==> src/rtl/mi_regfile_pkg.sv <==
// mi_regfile_pkg
//   Shared definitions for the MI register-file responder.
//   - READ_LATENCY_MIN / READ_LATENCY_MAX : legal range of the read pipe depth
//   - idx_t / addr2idx()                  : byte address -> word index decode
//   The read-pipe stage record {valid, data} depends on DATA_WIDTH, so it is
//   declared next to its only user in mi_rd_pipe.
package mi_regfile_pkg;

   localparam int READ_LATENCY_MIN = 1;
   localparam int READ_LATENCY_MAX = 4;

   // idx is wide enough for the largest bank (256 registers).
   typedef struct packed {
      logic       in_range;
      logic [7:0] idx;
   } idx_t;

   // dw is the data width in bits and must be a power-of-two multiple of 8.
   // The subtraction is done at 64 bits, so an address below base wraps to
   // a huge word offset and naturally lands out of range.
   function automatic idx_t addr2idx(input logic [63:0] addr,
                                     input logic [63:0] base,
                                     input int          dw,
                                     input int          count);
      logic [63:0] off;
      logic [63:0] word;
      int          sh;
      idx_t        r;
      off = addr - base;
      sh  = 0;
      for (int s = 0; s < 8; s++) begin
         if ((dw / 8) == (1 << s)) sh = s;
      end
      word       = off >> sh;
      r.in_range = (word < 64'(count));
      r.idx      = word[7:0];
      return r;
   endfunction

endpackage

==> src/rtl/mi_rd_pipe.sv <==
// mi_rd_pipe
//   READ_LATENCY-deep shift register of {valid, data} read responses.
//   Ports:
//     CLK, RESET_N      : clock, asynchronous active-low reset (flushes all stages)
//     in_valid, in_data : read response captured at the accept edge
//     DRDY, DRD         : response leaving the last stage; DRD is 0 whenever DRDY is 0
module mi_rd_pipe #(
   parameter int DATA_WIDTH   = 32,
   parameter int READ_LATENCY = 1
) (
   input  logic                  CLK,
   input  logic                  RESET_N,
   input  logic                  in_valid,
   input  logic [DATA_WIDTH-1:0] in_data,
   output logic                  DRDY,
   output logic [DATA_WIDTH-1:0] DRD
);

   typedef struct packed {
      logic                  valid;
      logic [DATA_WIDTH-1:0] data;
   } rd_stage_t;

   rd_stage_t [READ_LATENCY-1:0] pipe_q;

   // Data is zeroed at entry for invalid slots, so DRD needs no output gating.
   always_ff @(posedge CLK or negedge RESET_N) begin
      if (!RESET_N) begin
         pipe_q <= '0;
      end else begin
         pipe_q[0].valid <= in_valid;
         pipe_q[0].data  <= in_valid ? in_data : '0;
         for (int k = 1; k < READ_LATENCY; k++) begin
            pipe_q[k] <= pipe_q[k-1];
         end
      end
   end

   assign DRDY = pipe_q[READ_LATENCY-1].valid;
   assign DRD  = pipe_q[READ_LATENCY-1].data;

endmodule

==> src/rtl/mi_regfile_slave.sv <==
// mi_regfile_slave
//   Leaf MI responder: a bank of REG_COUNT DATA_WIDTH-bit registers.
//   RW registers are written through MI and driven out on CTRL_OUT with a
//   one-cycle CTRL_WE pulse; RO registers (RO_MASK bit set) read STAT_IN.
//   Ports:
//     CLK, RESET_N       : clock, asynchronous active-low reset
//     ADDR, BE, WR, DWR  : MI write request (byte address, byte enables, data)
//     RD                 : MI read request
//     ARDY               : request accepted (1 from the first edge after reset)
//     DRD, DRDY          : read data, READ_LATENCY cycles after accept
//     STAT_IN            : status slices for RO registers
//     CTRL_OUT, CTRL_WE  : RW register values and per-register write pulse
//     ERR_CNT            : only with MI_REGFILE_ERR_CNT_EN defined; saturating
//                          count of out-of-range accesses and RD+WR collisions
module mi_regfile_slave
   import mi_regfile_pkg::*;
#(
   parameter int                      DATA_WIDTH   = 32,
   parameter int                      ADDR_WIDTH   = 32,
   parameter int                      REG_COUNT    = 16,
   parameter logic [ADDR_WIDTH-1:0]   BASE_ADDR    = '0,
   parameter int                      READ_LATENCY = 1,
   parameter logic [REG_COUNT-1:0]    RO_MASK      = '0
) (
   input  logic                            CLK,
   input  logic                            RESET_N,
   input  logic [ADDR_WIDTH-1:0]           ADDR,
   input  logic [DATA_WIDTH/8-1:0]         BE,
   input  logic                            WR,
   input  logic [DATA_WIDTH-1:0]           DWR,
   input  logic                            RD,
   output logic                            ARDY,
   output logic [DATA_WIDTH-1:0]           DRD,
   output logic                            DRDY,
   input  logic [REG_COUNT*DATA_WIDTH-1:0] STAT_IN,
   output logic [REG_COUNT*DATA_WIDTH-1:0] CTRL_OUT,
   output logic [REG_COUNT-1:0]            CTRL_WE
`ifdef MI_REGFILE_ERR_CNT_EN
   ,
   output logic [15:0]                     ERR_CNT
`endif
);

   localparam int NB = DATA_WIDTH / 8;

   logic                  ardy_q;
   logic                  accept;
   idx_t                  dec;
   logic [REG_COUNT-1:0]  hit;
   logic [DATA_WIDTH-1:0] rd_sel;
   logic                  rd_valid;
   logic [DATA_WIDTH-1:0] regs_q [REG_COUNT];
   logic [REG_COUNT-1:0]  we_q;

   // No backpressure: ready simply comes up one edge after reset release.
   always_ff @(posedge CLK or negedge RESET_N) begin
      if (!RESET_N) ardy_q <= 1'b0;
      else          ardy_q <= 1'b1;
   end

   assign ARDY   = ardy_q;
   assign accept = ardy_q & (RD | WR);

   always_comb begin
      dec = addr2idx(64'(ADDR), 64'(BASE_ADDR), DATA_WIDTH, REG_COUNT);
   end

   // One-hot register select plus read mux; out-of-range leaves rd_sel at 0.
   always_comb begin
      hit    = '0;
      rd_sel = '0;
      for (int i = 0; i < REG_COUNT; i++) begin
         if (dec.in_range && (dec.idx == 8'(i))) begin
            hit[i] = 1'b1;
            rd_sel = RO_MASK[i] ? STAT_IN[i*DATA_WIDTH +: DATA_WIDTH] : regs_q[i];
         end
      end
   end

   // RD+WR together is handled as a write, so it never produces a response.
   assign rd_valid = accept & RD & ~WR;

   // RO registers are never written, so their flops stay at reset and are
   // trimmed away; CTRL_OUT masks them to 0 regardless.
   always_ff @(posedge CLK or negedge RESET_N) begin
      if (!RESET_N) begin
         for (int i = 0; i < REG_COUNT; i++) regs_q[i] <= '0;
         we_q <= '0;
      end else begin
         we_q <= '0;
         for (int i = 0; i < REG_COUNT; i++) begin
            if (accept && WR && hit[i] && !RO_MASK[i]) begin
               we_q[i] <= 1'b1;
               for (int b = 0; b < NB; b++) begin
                  if (BE[b]) regs_q[i][b*8 +: 8] <= DWR[b*8 +: 8];
               end
            end
         end
      end
   end

   always_comb begin
      CTRL_OUT = '0;
      for (int i = 0; i < REG_COUNT; i++) begin
         CTRL_OUT[i*DATA_WIDTH +: DATA_WIDTH] = RO_MASK[i] ? '0 : regs_q[i];
      end
   end

   assign CTRL_WE = we_q;

   mi_rd_pipe #(
      .DATA_WIDTH   (DATA_WIDTH),
      .READ_LATENCY (READ_LATENCY)
   ) u_rd_pipe (
      .CLK      (CLK),
      .RESET_N  (RESET_N),
      .in_valid (rd_valid),
      .in_data  (rd_sel),
      .DRDY     (DRDY),
      .DRD      (DRD)
   );

`ifdef MI_REGFILE_ERR_CNT_EN
   logic        err_evt;
   logic [15:0] err_cnt_q;

   // A collision that is also out of range still counts once.
   assign err_evt = accept & (~dec.in_range | (RD & WR));

   always_ff @(posedge CLK or negedge RESET_N) begin
      if (!RESET_N) begin
         err_cnt_q <= '0;
      end else if (err_evt && (err_cnt_q != 16'hFFFF)) begin
         err_cnt_q <= err_cnt_q + 16'd1;
      end
   end

   assign ERR_CNT = err_cnt_q;
`endif

endmodule
==> config.mk <==
export PLATFORM = sky130hd
export DESIGN_NAME = mi_regfile_slave
export DESIGN_NICKNAME = d
export VERILOG_FILES = /design/src/rtl/mi_regfile_pkg.sv /design/src/rtl/mi_rd_pipe.sv /design/src/rtl/mi_regfile_slave.sv
export SDC_FILE = /design/constraint.sdc
export NUM_CORES = 1
export LEC_CHECK = 0
export ABC_AREA = 1
export BUFFER_PORTS_ARGS = -buffer_cell sky130_fd_sc_hd__buf_2
export CORE_AREA = 3 3 441 443
export CTS_CLUSTER_DIAMETER = 80
export CTS_CLUSTER_SIZE = 16
export DETAILED_ROUTE_END_ITERATION = 10
export DIE_AREA = 0 0 444 446
export PLACE_DENSITY = 0.33
export SKIP_CTS_REPAIR_TIMING = 1
export SLEW_MARGIN = 10
export SYNTH_ARGS = -nofsm -noshare
export SYNTH_HDL_FRONTEND = slang
export SYNTH_SLANG_ARGS = --single-unit
==> constraint.sdc <==
create_clock -name CLK -period 1.8 [get_ports CLK]
set_input_delay 0.09 -clock CLK [delete_from_list [all_inputs] [get_ports CLK]]
set_output_delay 0.09 -clock CLK [all_outputs]
set_load 0.01 [all_outputs]
==> impl_metrics.tcl <==
set metrics [dict create \
    synthTopCellsByArea "dfrtp_1, nand2_1, o21ai_0, inv_1, nand3_1" \
    grt_pass1_vias 25400 \
    ir_worst_vdd_uv 645 \
    post-dp-hpwl_mm 145 \
    hp-start "DWR[20]" \
    clockBufferDepth 3 \
    power_density_mw_per_mm2 627 \
    grt_first_pass_wirelength_mm 242 \
    core_area_sq_mm 0.190 \
    cp-end-kind "flip-flop" \
    cts-root-buf "clkbuf_16" \
    vias_per_cell 3.91 \
    startpoint_type "input port" \
    max_slew_margin_pct 51.8 \
    finalSetupViolations 160 \
    slew_violations 0 \
    clkSinkCount 562 \
    violations "negative setup slack" \
    finalCriticalPeriod_ns 2.46 \
    worst_slack_ns -0.658 \
    final_layout_size_suffix_gt1_share_pct 40.4 \
    comb_power_share_pct 5.7 \
    swShare_pct 27.0 \
    slowest_stage "or2_1" \
    crit_arrival_ns 3.00 \
    leakage_uw 0.0202 \
    grt.overflow.total 0 \
    clk_latency_ns 0.68 \
    die_h_um 446 \
    yosysTopAreaCell "dfrtp_1" \
    timing.hold.ws_ns 0.00284 \
    r2r_start "CTRL_OUT[37]" \
    h-tree-depth 2 \
    final.setup_skew_ns 0.0357 \
    synth.distinct_cells 34 \
    intPower_uw 18400 \
    synthArstFlopShare_pct 100 \
    synth-edff-count 0 \
    required_ns 2.35 \
    syn-num-nets 3639 \
    die_x_um 444 \
    critPathMaxFanout 6 \
    crit_start "ADDR[27]" \
    cp_slowest_stage_delay_ns 0.22 \
    maxCapViolCount 0 \
    crit_chain "buf_6, or2_1, nor2_2, nand2_2, nor2_4, nand3b_1, buf_12, buf_16, buf_12, o21ai_4, nand2_1, o21ai_1, nand2_1, o211ai_1, nand3_1, nand2_2, nand3_4, nor2_4, nand3_4, nand2_4, a21oi_2" \
    antenna_found_initial 17 \
    final_nets 4742 \
    rows 160 \
    grt_max_degree 78 \
    drtIter0Drc 2048 \
    path_clk_slew_ns 0.08 \
    seq_power_share_pct 50.2 \
    hold_viol_final 0 \
    worstSetupPathType "input port to flip-flop" \
    drc 0 \
    r2r_setup_slack_ns -0.56 \
    num_vias 26200 \
    syn_to_final_growth_pct 59.7 \
    avgSynthCellArea_sq_um 8.23 \
    period_share_pct 137 \
    worstMarginPinSlew_ns 0.720 \
    synth_top_area_share_pct 56.0 \
    syn-cell-area_sq_mm 0.0251 \
    yosysSeqAreaShare_pct 56.0 \
    initial_utilization_pct 13.2 \
    post_drt_wl_per_cell_um 27.7 \
    synth_common_cells "nand2_1, o21ai_0, dfrtp_1" \
    cts_buffers 47 \
    ant_nets 0 \
    yosys_warnings 0 \
    postSynthCellCount 3055 \
    ys.flop_type "dfrtp_1" \
    status "finished with violations" \
    gr-usage-all-layers_pct 18.0 \
    gp_congestion 0.859 \
    io_buffers 631 \
    ios 1146 \
    pwr-share-clk_pct 44.2 \
    dieArea_sq_mm 0.198 \
    rsz0062_at_grt "true" \
    dr.pass1.iters 5 \
    max_freq_ghz 0.407 \
    hold_class "input port to flip-flop" \
    synth.most_common_cell "nand2_1" \
    p_sw_uw 6780 \
    ys_ff_latch 562 \
    drt_wl_total_mm 186 \
    cts_tree "built" \
    tns_ns -26.77 \
]
[layer usage]
| metal | part of all wire, % | GRT usage (%) | routed length, um | vias up |
|---|---|---|---|---|
| met5 | 0.0070 | 0 | 13 | - |
| met4 | 4.4 | 6.39 | 8120 | 2 |
| met3 | 7.4 | 4.92 | 13700 | 179 |
| met2 | 47 | 30.0 | 87500 | 821 |
| met1 | 41 | 22.2 | 76200 | 12900 |
| li1 | - | - | - | 12300 |
[per-stage QoR]
stage | power (uW) | utilization (%) | cells | setup WS [ns] | area (sq um)
floorplan | 13100 | - | 3055 | -0.296 | 25800
global placement | 14300 | 19.1 | 6565 | -2.07 | 36300
global route | 26100 | 21.1 | 6693 | -0.751 | 40100
finish | 25200 | 21.1 | 6697 | -0.658 | 40100
CTS | 25600 | 19.9 | 6637 | -1.33 | 37800
detailed placement | 14300 | 19.1 | 6565 | -2.06 | 36300
[worst max-delay path, delay by kind of cell]
family	cells	cell delay [ns]
compound gates	4	0.51
buf+inv	4	0.55
simple gates	13	1.83
[power by group through the flow]
stage | clock (uW) | combinational (uW) | sequential [uW]
5_1_grt | 11900 | 1520 | 12600
2_1_floorplan | 0 | 242 | 12900
3_3_place_gp | 0 | 1440 | 12900
3_5_place_dp | 0 | 1430 | 12900
6_report | 11100 | 1430 | 12600
4_1_cts | 11500 | 1430 | 12600
[worst paths after layout]
kind | end | depth (start not counted)
setup / recovery | u_rd_pipe.DRD[6] | 21
max in group asynchronous | CTRL_OUT[308] | 3
setup reg to reg | u_rd_pipe.DRD[5] | 16
hold reg to reg | CTRL_OUT[378] | 2
min in group asynchronous | CTRL_OUT[259] | 3
hold / removal | CTRL_OUT[500] | 4
[registers in the layout, summed over array words and instances (netlist names)]
register / count
CTRL_WE: 16
ARDY: 1
u_rd_pipe.DRDY: 1
CTRL_OUT: 512
u_rd_pipe.DRD: 32
[cell usage in the layout (no fill, tap or decap), types with 5 or more instances in the layout]
| master | instances |
|---|---|
| o21ai_4 | 11 |
| nor4_4 | 6 |
| inv_1 | 168 |
| nor2_1 | 54 |
| a21oi_2 | 23 |
| dlygate4sd3_1 | 15 |
| buf_6 | 35 |
| nand3b_1 | 7 |
| inv_4 | 5 |
| dfrtp_1 | 556 |
| or2_2 | 24 |
| nor2_4 | 29 |
| o21ai_2 | 17 |
| nand4_1 | 39 |
| o21ai_0 | 395 |
| o211ai_1 | 18 |
| nand3_2 | 56 |
| clkbuf_8 | 5 |
| buf_12 | 99 |
| nand2_4 | 54 |
| or2_0 | 6 |
| nand3_4 | 16 |
| clkbuf_16 | 55 |
| nand2_1 | 826 |
| buf_4 | 453 |
| nand2_2 | 103 |
| nand3_1 | 50 |
| buf_2 | 630 |
| a21oi_1 | 95 |
| dfrtp_2 | 6 |
| o21ai_1 | 250 |
| diode_2 | 5 |
| or2_1 | 6 |
| nor2_2 | 15 |
| buf_8 | 10 |
[cell type report]
cell class / count / area [sq um]
diodes: 5 / 12.5
clock buffers: 55 / 1280
clock inverters: 17 / 210
fillers: 21300 / 150000
inverters: 181 / 718
multi-input cells: 2116 / 11300
flip-flops and latches: 562 / 14100
well taps: 2511 / 3140
repair buffers: 1250 / 9430
[kinds of logic after synthesis]
kind of cell,synth area share [%]
and+or+nand+nor,21.7
AOI/OAI and AO/OA,16.4
DFF,56.0
buffers and inverters,5.87
other,0.0149
Power figures use the tool's default switching activity.
